`src/rtl/atari_dl_pkg.sv`:
```
// Shared constants for the ANTIC display-list fetch engine.
package atari_dl_pkg;

  // Low pointer bits that advance; upper bits select the 1 KB window
  localparam int unsigned PTR_WRAP_BITS = 10;

  // FSM state encoding
  localparam logic [2:0] ST_IDLE     = 3'd0;
  localparam logic [2:0] ST_FETCH_OP = 3'd1;
  localparam logic [2:0] ST_FETCH_LO = 3'd2;
  localparam logic [2:0] ST_FETCH_HI = 3'd3;
  localparam logic [2:0] ST_EMIT     = 3'd4;
  localparam logic [2:0] ST_WAIT_VB  = 3'd5;

  // Opcode fields
  localparam logic [3:0] DL_OP_BLANK = 4'h0;
  localparam logic [3:0] DL_OP_JUMP  = 4'h1;
  localparam int unsigned DL_BIT_LMS = 6;
  localparam int unsigned DL_BIT_JVB = 6;
  localparam int unsigned DL_BIT_DLI = 7;

  // Jumps and LMS mode lines carry a two-byte operand
  function automatic logic dl_has_operands(input logic [7:0] op);
    return (op[3:0] == DL_OP_JUMP) ||
           ((op[3:0] != DL_OP_BLANK) && op[DL_BIT_LMS]);
  endfunction

  function automatic logic dl_is_jvb(input logic [7:0] op);
    return (op[3:0] == DL_OP_JUMP) && op[DL_BIT_JVB];
  endfunction

endpackage

```
`src/rtl/dl_counter.sv`:
```
// Display-list pointer: 16-bit register with load and a window-wrapping increment.
module dl_counter #(
  parameter int unsigned WRAP_BITS = atari_dl_pkg::PTR_WRAP_BITS
) (
  input  logic        clk,
  input  logic        rst_b,
  input  logic        i_load,
  input  logic [15:0] i_load_val,
  input  logic        i_inc,
  output logic [15:0] o_ptr
);

  localparam logic [15:0] WRAP_MASK = 16'((32'd1 << WRAP_BITS) - 32'd1);

  logic [15:0] r_ptr;
  logic [15:0] w_ptr_inc;

  // Only the low bits count; the window bits are carried over untouched
  assign w_ptr_inc = (r_ptr & ~WRAP_MASK) | ((r_ptr + 16'd1) & WRAP_MASK);

  // Pointer register; load wins over increment
  always_ff @(posedge clk or negedge rst_b) begin
    if (!rst_b) begin
      r_ptr <= 16'h0000;
    end else if (i_load) begin
      r_ptr <= i_load_val;
    end else if (i_inc) begin
      r_ptr <= w_ptr_inc;
    end
  end

  assign o_ptr = r_ptr;

endmodule

```
`src/rtl/dlist_fetch.sv`:
```
// ANTIC display-list fetch engine: fetches and decodes one instruction per fetch_req.
module dlist_fetch #(
  parameter int unsigned PTR_WRAP_BITS = atari_dl_pkg::PTR_WRAP_BITS
) (
  input  logic        clk,
  input  logic        rst_b,
  input  logic        start,
  input  logic        fetch_req,
  input  logic [7:0]  DLISTL_in,
  input  logic [7:0]  DLISTH_in,
  output logic        mem_req,
  output logic [15:0] mem_addr,
  input  logic        mem_ack,
  input  logic [7:0]  mem_data,
  output logic [7:0]  DLISTL_out,
  output logic [7:0]  DLISTH_out,
  output logic        dl_we,
  output logic        instr_valid,
  output logic [7:0]  instr,
  output logic [15:0] lms_addr,
  output logic        lms_valid,
  output logic        busy,
  output logic        jvb_wait
);

  import atari_dl_pkg::*;

  logic [2:0]  r_state;
  logic [2:0]  w_state_nx;
  logic        w_ptr_load;
  logic [15:0] w_ptr_load_val;
  logic        w_ptr_inc;
  logic        w_lms_done;
  logic [7:0]  w_op_cur;
  logic [15:0] w_ptr;

  logic [7:0]  r_op;
  logic [7:0]  r_lo;
  logic        r_ptr_chg;
  logic        r_dl_we;
  logic        r_mem_req;
  logic        r_instr_valid;
  logic [7:0]  r_instr;
  logic [15:0] r_lms_addr;
  logic        r_lms_valid;
  logic        r_busy;
  logic        r_jvb_wait;

  dl_counter #(
    .WRAP_BITS (PTR_WRAP_BITS)
  ) u_ptr (
    .clk        (clk),
    .rst_b      (rst_b),
    .i_load     (w_ptr_load),
    .i_load_val (w_ptr_load_val),
    .i_inc      (w_ptr_inc),
    .o_ptr      (w_ptr)
  );

  // Opcode byte is on the bus in FETCH_OP, latched afterwards
  assign w_op_cur = (r_state == ST_FETCH_OP) ? mem_data : r_op;

  // State register
  always_ff @(posedge clk or negedge rst_b) begin
    if (!rst_b) begin
      r_state <= ST_IDLE;
    end else begin
      r_state <= w_state_nx;
    end
  end

  // Next-state and pointer control; start overrides every state
  always_comb begin
    w_state_nx     = r_state;
    w_ptr_load     = 1'b0;
    w_ptr_load_val = {DLISTH_in, DLISTL_in};
    w_ptr_inc      = 1'b0;
    w_lms_done     = 1'b0;
    if (start) begin
      w_state_nx = ST_IDLE;
      w_ptr_load = 1'b1;
    end else begin
      case (r_state)
        ST_IDLE: begin
          if (fetch_req) w_state_nx = ST_FETCH_OP;
        end
        ST_FETCH_OP: begin
          if (mem_ack) begin
            w_ptr_inc  = 1'b1;
            w_state_nx = dl_has_operands(mem_data) ? ST_FETCH_LO : ST_EMIT;
          end
        end
        ST_FETCH_LO: begin
          if (mem_ack) begin
            w_ptr_inc  = 1'b1;
            w_state_nx = ST_FETCH_HI;
          end
        end
        ST_FETCH_HI: begin
          if (mem_ack) begin
            w_state_nx = ST_EMIT;
            if (r_op[3:0] == DL_OP_JUMP) begin
              w_ptr_load     = 1'b1;
              w_ptr_load_val = {mem_data, r_lo};
            end else begin
              w_ptr_inc  = 1'b1;
              w_lms_done = 1'b1;
            end
          end
        end
        ST_EMIT: begin
          w_state_nx = dl_is_jvb(r_op) ? ST_WAIT_VB : ST_IDLE;
        end
        ST_WAIT_VB: begin
          w_state_nx = ST_WAIT_VB;
        end
        default: begin
          w_state_nx = ST_IDLE;
        end
      endcase
    end
  end

  // Opcode and operand-low latches
  always_ff @(posedge clk or negedge rst_b) begin
    if (!rst_b) begin
      r_op <= 8'h00;
      r_lo <= 8'h00;
    end else if (!start && mem_ack) begin
      if (r_state == ST_FETCH_OP) r_op <= mem_data;
      if (r_state == ST_FETCH_LO) r_lo <= mem_data;
    end
  end

  // Registered outputs derived from the upcoming state
  always_ff @(posedge clk or negedge rst_b) begin
    if (!rst_b) begin
      r_ptr_chg     <= 1'b0;
      r_dl_we       <= 1'b0;
      r_mem_req     <= 1'b0;
      r_instr_valid <= 1'b0;
      r_instr       <= 8'h00;
      r_lms_addr    <= 16'h0000;
      r_lms_valid   <= 1'b0;
      r_busy        <= 1'b0;
      r_jvb_wait    <= 1'b0;
    end else begin
      r_ptr_chg     <= w_ptr_load | w_ptr_inc;
      r_dl_we       <= r_ptr_chg;
      r_mem_req     <= (w_state_nx == ST_FETCH_OP) || (w_state_nx == ST_FETCH_LO) ||
                       (w_state_nx == ST_FETCH_HI);
      r_instr_valid <= (w_state_nx == ST_EMIT);
      r_lms_valid   <= w_lms_done;
      r_busy        <= (w_state_nx != ST_IDLE);
      r_jvb_wait    <= (w_state_nx == ST_WAIT_VB);
      if (w_state_nx == ST_EMIT) r_instr <= w_op_cur;
      if (w_lms_done) r_lms_addr <= {mem_data, r_lo};
    end
  end

  assign mem_req     = r_mem_req;
  assign mem_addr    = w_ptr;
  assign DLISTL_out  = w_ptr[7:0];
  assign DLISTH_out  = w_ptr[15:8];
  assign dl_we       = r_dl_we;
  assign instr_valid = r_instr_valid;
  assign instr       = r_instr;
  assign lms_addr    = r_lms_addr;
  assign lms_valid   = r_lms_valid;
  assign busy        = r_busy;
  assign jvb_wait    = r_jvb_wait;

endmodule

```
`config.mk`:
```
export PLATFORM = sky130hd
export DESIGN_NAME = dlist_fetch
export DESIGN_NICKNAME = d
export VERILOG_FILES = /design/src/rtl/atari_dl_pkg.sv /design/src/rtl/dl_counter.sv /design/src/rtl/dlist_fetch.sv
export SDC_FILE = /design/constraint.sdc
export NUM_CORES = 1
export LEC_CHECK = 0
export ABC_CLOCK_PERIOD_IN_PS = 2400
export CAP_MARGIN = 10
export CORE_ASPECT_RATIO = 0.75
export CORE_MARGIN = 2
export CORE_UTILIZATION = 45
export DETAILED_ROUTE_END_ITERATION = 7
export PLACE_DENSITY = 0.77
export REMOVE_ABC_BUFFERS = 1
export SYNTH_ARGS = -nofsm -noshare
export SYNTH_HDL_FRONTEND = slang
export SYNTH_SLANG_ARGS = --single-unit
```
`constraint.sdc`:
```
create_clock -name clk -period 2.4 [get_ports clk]
set_clock_uncertainty 0.05 [all_clocks]
set_input_delay 0.72 -clock clk [delete_from_list [all_inputs] [get_ports clk]]
set_output_delay 0.72 -clock clk [all_outputs]
set_load 0.01 [all_outputs]
```
---- After elaboration in Yosys (flattened, before gate mapping) ----
Cells that the tools add are included.
word-level totals
  register bits ........................... 66
  input bits .............................. 29
  output and inout bits ................... 62
  logic and storage cells ................. 67
operators by class
  $add $sub $neg .......................... 1
  equality and inequality tests ........... 12
  muxes and demuxes ....................... 26
  bitwise logic cells ..................... 2
  reductions and logical operators ........ 13
operator list
  operator                                                         number
  16-bit 2-to-1 mux                                                6
  3-bit 2-to-1 mux                                                 7
  3-bit one-hot mux with 6 select lines                            1
  16-bit by 10-bit bitwise OR with 16-bit output                   1
  3-bit by 2-bit == test with 1-bit output, second input constant  4
  3-bit == test, second input constant                             4
  10-bit by 1-bit adder with 10-bit output, second input constant  1
  1-bit 2-to-1 mux                                                 10
  4-bit by 1-bit == test with 1-bit output, second input constant  2
  8-bit 2-to-1 mux                                                 1
  3-bit by 1-bit == test with 1-bit output, second input constant  2
  4-bit nonzero test                                               1
  1-bit logical AND                                                3
  3-bit logical NOT                                                1
  1-bit logical OR                                                 3
  3-bit nonzero test                                               1
  1-bit one-hot mux with 2 select lines                            1
  2-bit AND reduction                                              1
  2-bit nonzero test                                               1
  2-bit OR reduction                                               1
  1-bit logical NOT                                                1
  1-bit bitwise OR                                                 1

---- Longest topological paths before layout ----
Gate-level depths: netlist (run 1).
  depth in word-level cells ............... 10
  depth in mapped cells ................... 7
  mapped depth without buffers ............ 5

---- Hierarchy ----
From an unflattened synthesis (run 1), not the netlist that was laid out.
unflattened totals
  cell total of the unflattened synthesis .. 252
  area total of the unflattened synthesis .. 3,174.3 sq um
modules (own cells, without submodules)
  module       times used  cells an instance  area an instance (sq um)  sequential area each (sq um)
  dlist_fetch  1           183                2,412.3                   1,251.2
  dl_counter   1           69                 762.0                     400.4

---- Worst setup path after synthesis (run 1) ----
OpenSTA, ideal clock, no wires.
  path kind ............................... input -> register
  from .................................... input port mem_data[2]
  to ...................................... register r_instr[0] (netlist: instr[0])
  setup time .............................. 125 ps
  arrival time ............................ 2,243 ps
  data required time ...................... 2,225 ps
  path slack .............................. -18 ps
  stages on the path ...................... 6
  path buffers ............................ 1
  cell sequence ........................... or4b_1 > o211a_1 > o31a_1 > nor2b_4 > buf_6 > mux2_4
between the ends
  word-level cells in the longest chain between the ends .. 8
  elaborated cells between the ends (all ways) .. 9
  classes of those cells .................. 2 x eq/ne; 4 x mux; 3 x reduce/logical
ends and longest elaborated chain
  element                                  RTL line            RTL
  from (decl)                              dlist_fetch.sv:14   input logic [7:0] mem_data,
  4-bit nonzero test                       atari_dl_pkg.sv:25  ((op[3:0] != DL_OP_BLANK) && op[DL_BIT_LMS]);
  1-bit logical AND                        atari_dl_pkg.sv:25
  1-bit logical OR *                       atari_dl_pkg.sv:24  return (op[3:0] == DL_OP_JUMP) ||
  3-bit 2-to-1 mux *                       dlist_fetch.sv:90   w_state_nx = dl_has_operands(mem_data) ? ST_FETCH_LO : ST_EMIT;
  3-bit 2-to-1 mux *                       dlist_fetch.sv:88   if (mem_ack) begin
  3-bit one-hot mux with 6 select lines *  dlist_fetch.sv:83   case (r_state)
  3-bit 2-to-1 mux *                       dlist_fetch.sv:79   if (start) begin
  named net w_state_nx[2]                  dlist_fetch.sv:29   logic [2:0] w_state_nx;
  3-bit == test *                          dlist_fetch.sv:156  if (w_state_nx == ST_EMIT) r_instr <= w_op_cur;
  to (signal assigned)                     dlist_fetch.sv:156
  to (decl)                                dlist_fetch.sv:43   logic [7:0] r_instr;
Mark *: on every way through the listed nets, which the timed path passes. The rest lies on a longest branch.
A chain may end at the register's enable or synchronous reset.

---- Worst setup path in the final report (run 1) ----
  from .................................... input port mem_data[1]
  to ...................................... register r_instr[0] (netlist: instr[0])
Same word-level chain as after synthesis.

==> results of run 1 <==
[metal layers]
metal	GRT usage, %	wire length [um]
met1	32.1	3850
met2	33.8	3900
met3	9.64	744
met4	3.60	57
met5	0	0
[flip-flops by register name, indices dropped and copies added, names as in the netlist]
register,flops
lms_addr,16
u_ptr.o_ptr,16
instr,8
r_lo,8
r_op,8
r_state,3
busy,1
dl_we,1
instr_valid,1
jvb_wait,1
lms_valid,1
mem_req,1
r_ptr_chg,1
[Yosys cell counts (all sizes together)]
| library cell | number |
|---|---|
| dfrtp | 66 |
| mux2 | 45 |
| nand2 | 25 |
| buf | 22 |
| o21ai | 22 |
| a21oi | 15 |
| clkbuf | 11 |
| nand2b | 10 |
| inv | 8 |
| nor2 | 8 |
| mux2i | 6 |
| nand3 | 4 |
| nor3 | 4 |
| and3 | 3 |
| nor2b | 3 |
| a22o | 2 |
| a32oi | 2 |
| nand4 | 2 |
| nor3b | 2 |
| o211ai | 2 |
| o21bai | 2 |
| o31a | 2 |
| o31ai | 2 |
| o41ai | 2 |
| or2 | 2 |
| a2111o | 1 |
| a211o | 1 |
| a21bo | 1 |
| a221oi | 1 |
| a22oi | 1 |
| a2bb2oi | 1 |
| a311oi | 1 |
| a41o | 1 |
| and2 | 1 |
| and3b | 1 |
| and4 | 1 |
| ha | 1 |
| nand3b | 1 |
| nor4b | 1 |
| o211a | 1 |
| o21a | 1 |
| o311ai | 1 |
| or3 | 1 |
| or3b | 1 |
| or4b | 1 |
[power breakdown]
group / switching (mW) / internal (mW) / total [mW]
Sequential: 0.192 / 1.33 / 1.52
Combinational: 0.368 / 0.594 / 0.962
Clock: 0.430 / 0.509 / 0.939
Total: 0.990 / 2.43 / 3.42
[worst max-delay path, delay by kind of cell]
kind	cells	cell delay, ns
buf+inv	1	0.30
simple gates	2	0.70
mux	1	0.32
compound gates	2	0.49
[through the flow]
stage               TNS, ns  std cells  power, mW  utilization, %  hold WS (ns)
floorplan            -17.04        259       1.92               -         0.281
global placement     -12.80        485       2.46            64.0         0.283
detailed placement   -13.40        485       2.50            64.0         0.295
CTS                       0        502       3.45            67.0         0.293
global route              0        502       3.61            67.2         0.305
finish                    0        502       3.42            67.2         0.285
[repair_timing]
item                       in CTS  in global routing
resized for setup               3                  6
setup endpoints to repair       8                 11
hold endpoints to repair        0                  0
buffers inserted                0                  0
pin swaps                       2                  1
cloned                          1                  0
[worst max-delay path by stage]
stage | from | end | slack, ns | cells past startpoint
after floorplan | start | u_ptr.o_ptr[3]$_DFFE_PN0P_ | -0.87 | 5
after global placement | mem_data[1] | instr[3]$_DFFE_PN0P_ | -0.52 | 6
after detailed placement | mem_data[1] | instr[4]$_DFFE_PN0P_ | -0.54 | 6
after CTS | mem_data[0] | instr[0]$_DFFE_PN0P_ | 0.02 | 6
after global routing | mem_ack | u_ptr.o_ptr[5]$_DFFE_PN0P_ | 0.004 | 7
final | mem_data[1] | instr[0]$_DFFE_PN0P_ | 0.05 | 6
[cell usage in the layout, fill, tap and decap left out, drive strengths merged, types with 2 or more instances in the layout]
master	n
nand2b	10
o31a	2
o211ai	2
mux2i	6
o21ai	22
nor3	4
clkdlybuf4s50	84
or2	2
inv	8
nor2	8
nor2b	4
o41ai	2
nand2	25
nand3	4
clkbuf	12
nor3b	2
and3	3
clkinv	2
dlymetal6s2s	3
buf	39
a22o	2
nand4	2
o21bai	2
dlygate4sd2	2
o31ai	2
mux2	45
dfrtp	66
a21oi	15
a32oi	2
[area by class of cell]
cell class	instances	area (um2)	share of cell area, %
Multi-Input combinational cell	186	1430	30.7
Clock buffer	12	145	3.12
Timing Repair Buffer	128	1220	26.3
Inverter	8	30.0	0.645
Sequential cell	66	1650	35.5
Clock inverter	4	51.3	1.10
Tap cell	98	123	2.64
[logic make-up (layout without fill, tap and decap cells)]
family	after synthesis	in the layout	share of synthesized area (%)
compound gates	62	62	12.2
fa+ha+maj	1	1	0.381
simple gates	71	72	12.0
buf+inv	41	152	6.87
mux	51	51	18.2
flops	66	66	50.3
==> results_dict.tcl, run 1 <==
set metrics [dict create \
    final_max_slew_viol_count 0 \
    antenna_found_initial 0 \
    path_class "primary input to flop" \
    crit_path_start_kind "primary input" \
    setup_slack_ns 0.0459 \
    dp_hpwl_um 6250 \
    worstPathCellList "dlygate4sd2_1 -> or4b_1 -> o211a_1 -> o31a_1 -> nor2b_4 -> mux2_4" \
    rsz0062_at_grt "no" \
    hold_class "primary input to async pin" \
    yosys-top-cells-area "dfrtp_1, mux2_1, mux2_2" \
    core.rowCount 26 \
    ys_seq_area_share_pct 50.3 \
    finalSetupViolations 0 \
    vias_per_cell 5.25 \
    fin_area_um2 4650 \
    root_buffer "clkbuf_8" \
    cts.path.max_buffers 2 \
    grt_max_degree 34 \
    postCtsHoldBufs 0 \
    cp.arrival_ns 2.53 \
    post-place-ws_ns -0.538 \
    place.gp.congestion 0.837 \
    drc 0 \
    antenna_left 0 \
    cts.reportedPaths.clkPinSlew_ns 0.07 \
    wl_per_cell_um 17.0 \
    syn-cell-area_um2 3280 \
    powerDensity_nw_per_um2 736 \
    avgSynthCellArea_um2 11.2 \
    tritoncts.num_buffers 9 \
    vdd_drop_max_mv 0.453 \
    status "complete, no violations" \
    drt-pass1-iter-count 4 \
    die_area_um2 8000 \
    vias 2638 \
    syn_to_final_growth_pct 41.8 \
    max_freq_ghz 0.425 \
    cts_sinks 66 \
    tritoncts "yes" \
    grt_pass1_wl_um 13900 \
    die_h_um 77.9 \
    worst_pin_slew_ns 0.512 \
    routed_wl_um 8550 \
    clkLatencyLatePin_ns 0.35 \
    num_antenna_cells 0 \
    nets 429 \
    reg2reg_to "instr[0]$_DFFE_PN0P_" \
    fin_crit_ns 2.35 \
    synthCells 292 \
    ys_types 54 \
    regToRegStartpoint "r_op[1]$_DFFE_PN0P_" \
    ys_seq_elements 66 \
    required_ns 2.58 \
    grt_pass1_vias 2667 \
    crit_path_end_kind "flop" \
    synth_top_area_cell "dfrtp_1" \
    start_util_pct 47.3 \
    final.fill_count 505 \
    drt_iter0_drc 186 \
    cp_max_fo 5 \
    p_leak_nw 2.14 \
    rrSetupSlack_ns 0.33 \
    r2r_cells 6 \
    synth_top_area_share_pct 50.3 \
    hold_viol 0 \
    h-tree-depth 3 \
    die-width_um 103 \
    cap_violations 0 \
    core_area_um2 6930 \
    grt_overflow 0 \
    io_pins 91 \
    portBuffers 90 \
    post_dp_cell_area_um2 4430 \
    drive_gt1_share_pct 20.8 \
    yosys_warnings 0 \
    grt_use_total_pct 22.9 \
    fin_crit_sh_pct 98.1 \
    cpMaxStageDelayCell "or4b_1" \
    crit_path_max_incr_delay_ns 0.52 \
    relSlewSlack_pct 65.8 \
]
Note: power is estimated with default switching activity, not from simulation.
==> run 2: changes to the inputs <==
Settings changed: GPL_ROUTABILITY_DRIVEN from default to 0.
==> run 2 against run 1 <==
Net effect: worst setup slack improved by 0.030 ns; sequential cell count stayed put; final cell count is 0.20% higher; non-clock buffer count rose by 2; die area stayed put; worst hold slack better by 0.016 ns; clock-buffer cell count up 1; critical path depth is the same; sequential power is essentially flat; routed wire length up 3.2%; sequential share of layout area shrank 0.23 points; via count rose by 2.2%; largest cell class unchanged.
==> results_dict.tcl, run 2 (synthesis results as in run 1) <==
set metrics [dict create \
    status "complete, no violations" \
    nets 431 \
    cp_max_fo 5 \
    setup_slack_ns 0.0755 \
    path_class "primary input to flop" \
    rsz0062_at_grt "no" \
    final_max_slew_viol_count 0 \
    cpMaxStageDelayCell "or4b_4" \
    drive_gt1_share_pct 21.7 \
    vias_per_cell 5.36 \
    hold_class "flop to flop" \
    h-tree-depth 3 \
    drt_iter0_drc 137 \
    grt_pass1_vias 2747 \
    utilization_pct 67.6 \
    cap_violations 0 \
    powerDensity_nw_per_um2 755 \
    grt_max_degree 28 \
    hold_viol 0 \
    cts.reportedPaths.clkPinSlew_ns 0.07 \
    wl_per_cell_um 17.5 \
    crit_path_start_kind "primary input" \
    die-width_um 103 \
    dp_hpwl_um 6250 \
    cp.arrival_ns 2.50 \
    antenna_found_initial 0 \
    root_buffer "clkbuf_8" \
    relSlewSlack_pct 62.5 \
    die_h_um 77.9 \
    cts_sinks 66 \
    postCtsHoldBufs 0 \
    required_ns 2.58 \
    hold_ws_ns 0.301 \
    fin_crit_ns 2.32 \
    num_antenna_cells 0 \
    tritoncts.num_buffers 9 \
    drc 0 \
    worstPathCellList "dlygate4sd2_1 -> or4b_4 -> o211a_1 -> o31a_1 -> nor2b_4 -> mux2_4" \
    drt-pass1-iter-count 4 \
    die_area_um2 8000 \
    antenna_left 0 \
    fin_crit_sh_pct 96.9 \
    crit_path_max_incr_delay_ns 0.53 \
    portBuffers 90 \
    clkLatencyLatePin_ns 0.34 \
    vdd_drop_max_mv 0.569 \
    worst_pin_slew_ns 0.562 \
    power_mw 3.54 \
    post-place-ws_ns -0.536 \
    final_cell_mix "clkdlybuf4s50_1, dfrtp_1, buf_4" \
    grt_overflow 0 \
    crit_path_end_kind "flop" \
    finalSetupViolations 0 \
    io_pins 91 \
    core_area_um2 6930 \
    grt_pass1_wl_um 14200 \
    syn_to_final_growth_pct 42.8 \
    core.rowCount 26 \
    vias 2695 \
    max_freq_ghz 0.430 \
    start_util_pct 47.3 \
    p_leak_nw 2.15 \
    cts.path.max_buffers 2 \
    tritoncts "yes" \
    grt_use_total_pct 23.3 \
    layout_commonest_cell "clkdlybuf4s50_1" \
    routed_wl_um 8830 \
]
==> run 2: changes by cell type in the layout (fill, tap and decap cells not counted), sizes merged <==
cell,before,now
clkinvlp,1,0
dlymetal6s2s,3,2
dlygate4sd2,2,4
clkbuf,12,13
clkinv,2,0
bufinv,1,2
clkdlybuf4s50,84,83
buf,39,41
==> run 2: stage by stage <==
stage | cell area, um2 | setup TNS, ns | std cells
after CTS | 4670 | 0 | 503
after global routing | 4680 | 0 | 503
final | 4680 | 0 | 503
after floorplan | 3090 | -17.04 | 259
after global placement | 4430 | -13.00 | 486
after detailed placement | 4430 | -14.50 | 486
==> run 2: path summary, 6_finish.rpt <==
kind / start / to / slack [ns] / cells past startpoint
worst max-delay path: mem_data[1] / instr[2]$_DFFE_PN0P_ / 0.08 / 6
worst min-delay path: r_ptr_chg$_DFF_PN0_ / dl_we$_DFF_PN0_ / 0.30 / 0
worst max register to register: r_state[2]$_DFF_PN0_ / instr[2]$_DFFE_PN0P_ / 0.33 / 5
worst min register to register: r_ptr_chg$_DFF_PN0_ / dl_we$_DFF_PN0_ / 0.30 / 0
max in group asynchronous: rst_b / lms_valid$_DFF_PN0_ / 1.42 / 2
min in group asynchronous: rst_b / instr[4]$_DFFE_PN0P_ / 0.31 / 1
==> run 2: cell type report <==
type                       count  area, um2
clock buffer                  13        159
multi-input combinational    186       1440
sequential                    66       1650
timing repair buffer         130       1220
tap                           98        123
inverter                       8       30.0
fill                         528       2250
clock inverter                 2       60.1
==> run 2: critical path: cells and delay by family <==
family	cells	cell delay [ns]
buf+inv	1	0.30
mux	1	0.32
compound gates	2	0.45
simple gates	2	0.71
==> run 2: routing by layer <==
layer	GRT usage (%)	wire length, um	up-vias
met1	31.8	3780	1332
met2	35.7	4120	118
met5	0	0	-
met4	3.73	42	0
met3	9.46	878	5
li1	-	-	1240
==> run 2: repair_timing <==
action	in CTS	in global routing
buffers inserted	1	0
pin swaps	2	1
gates cloned	1	0
resized for setup	8	5
endpoints found under the setup margin	9	11
endpoints found under the hold margin	0	0
==> run 2: power breakdown <==
| part | switching [mW] | internal (mW) |
|---|---|---|
| clock | 0.413 | 0.637 |
| sequential | 0.189 | 1.33 |
| combinational | 0.373 | 0.594 |
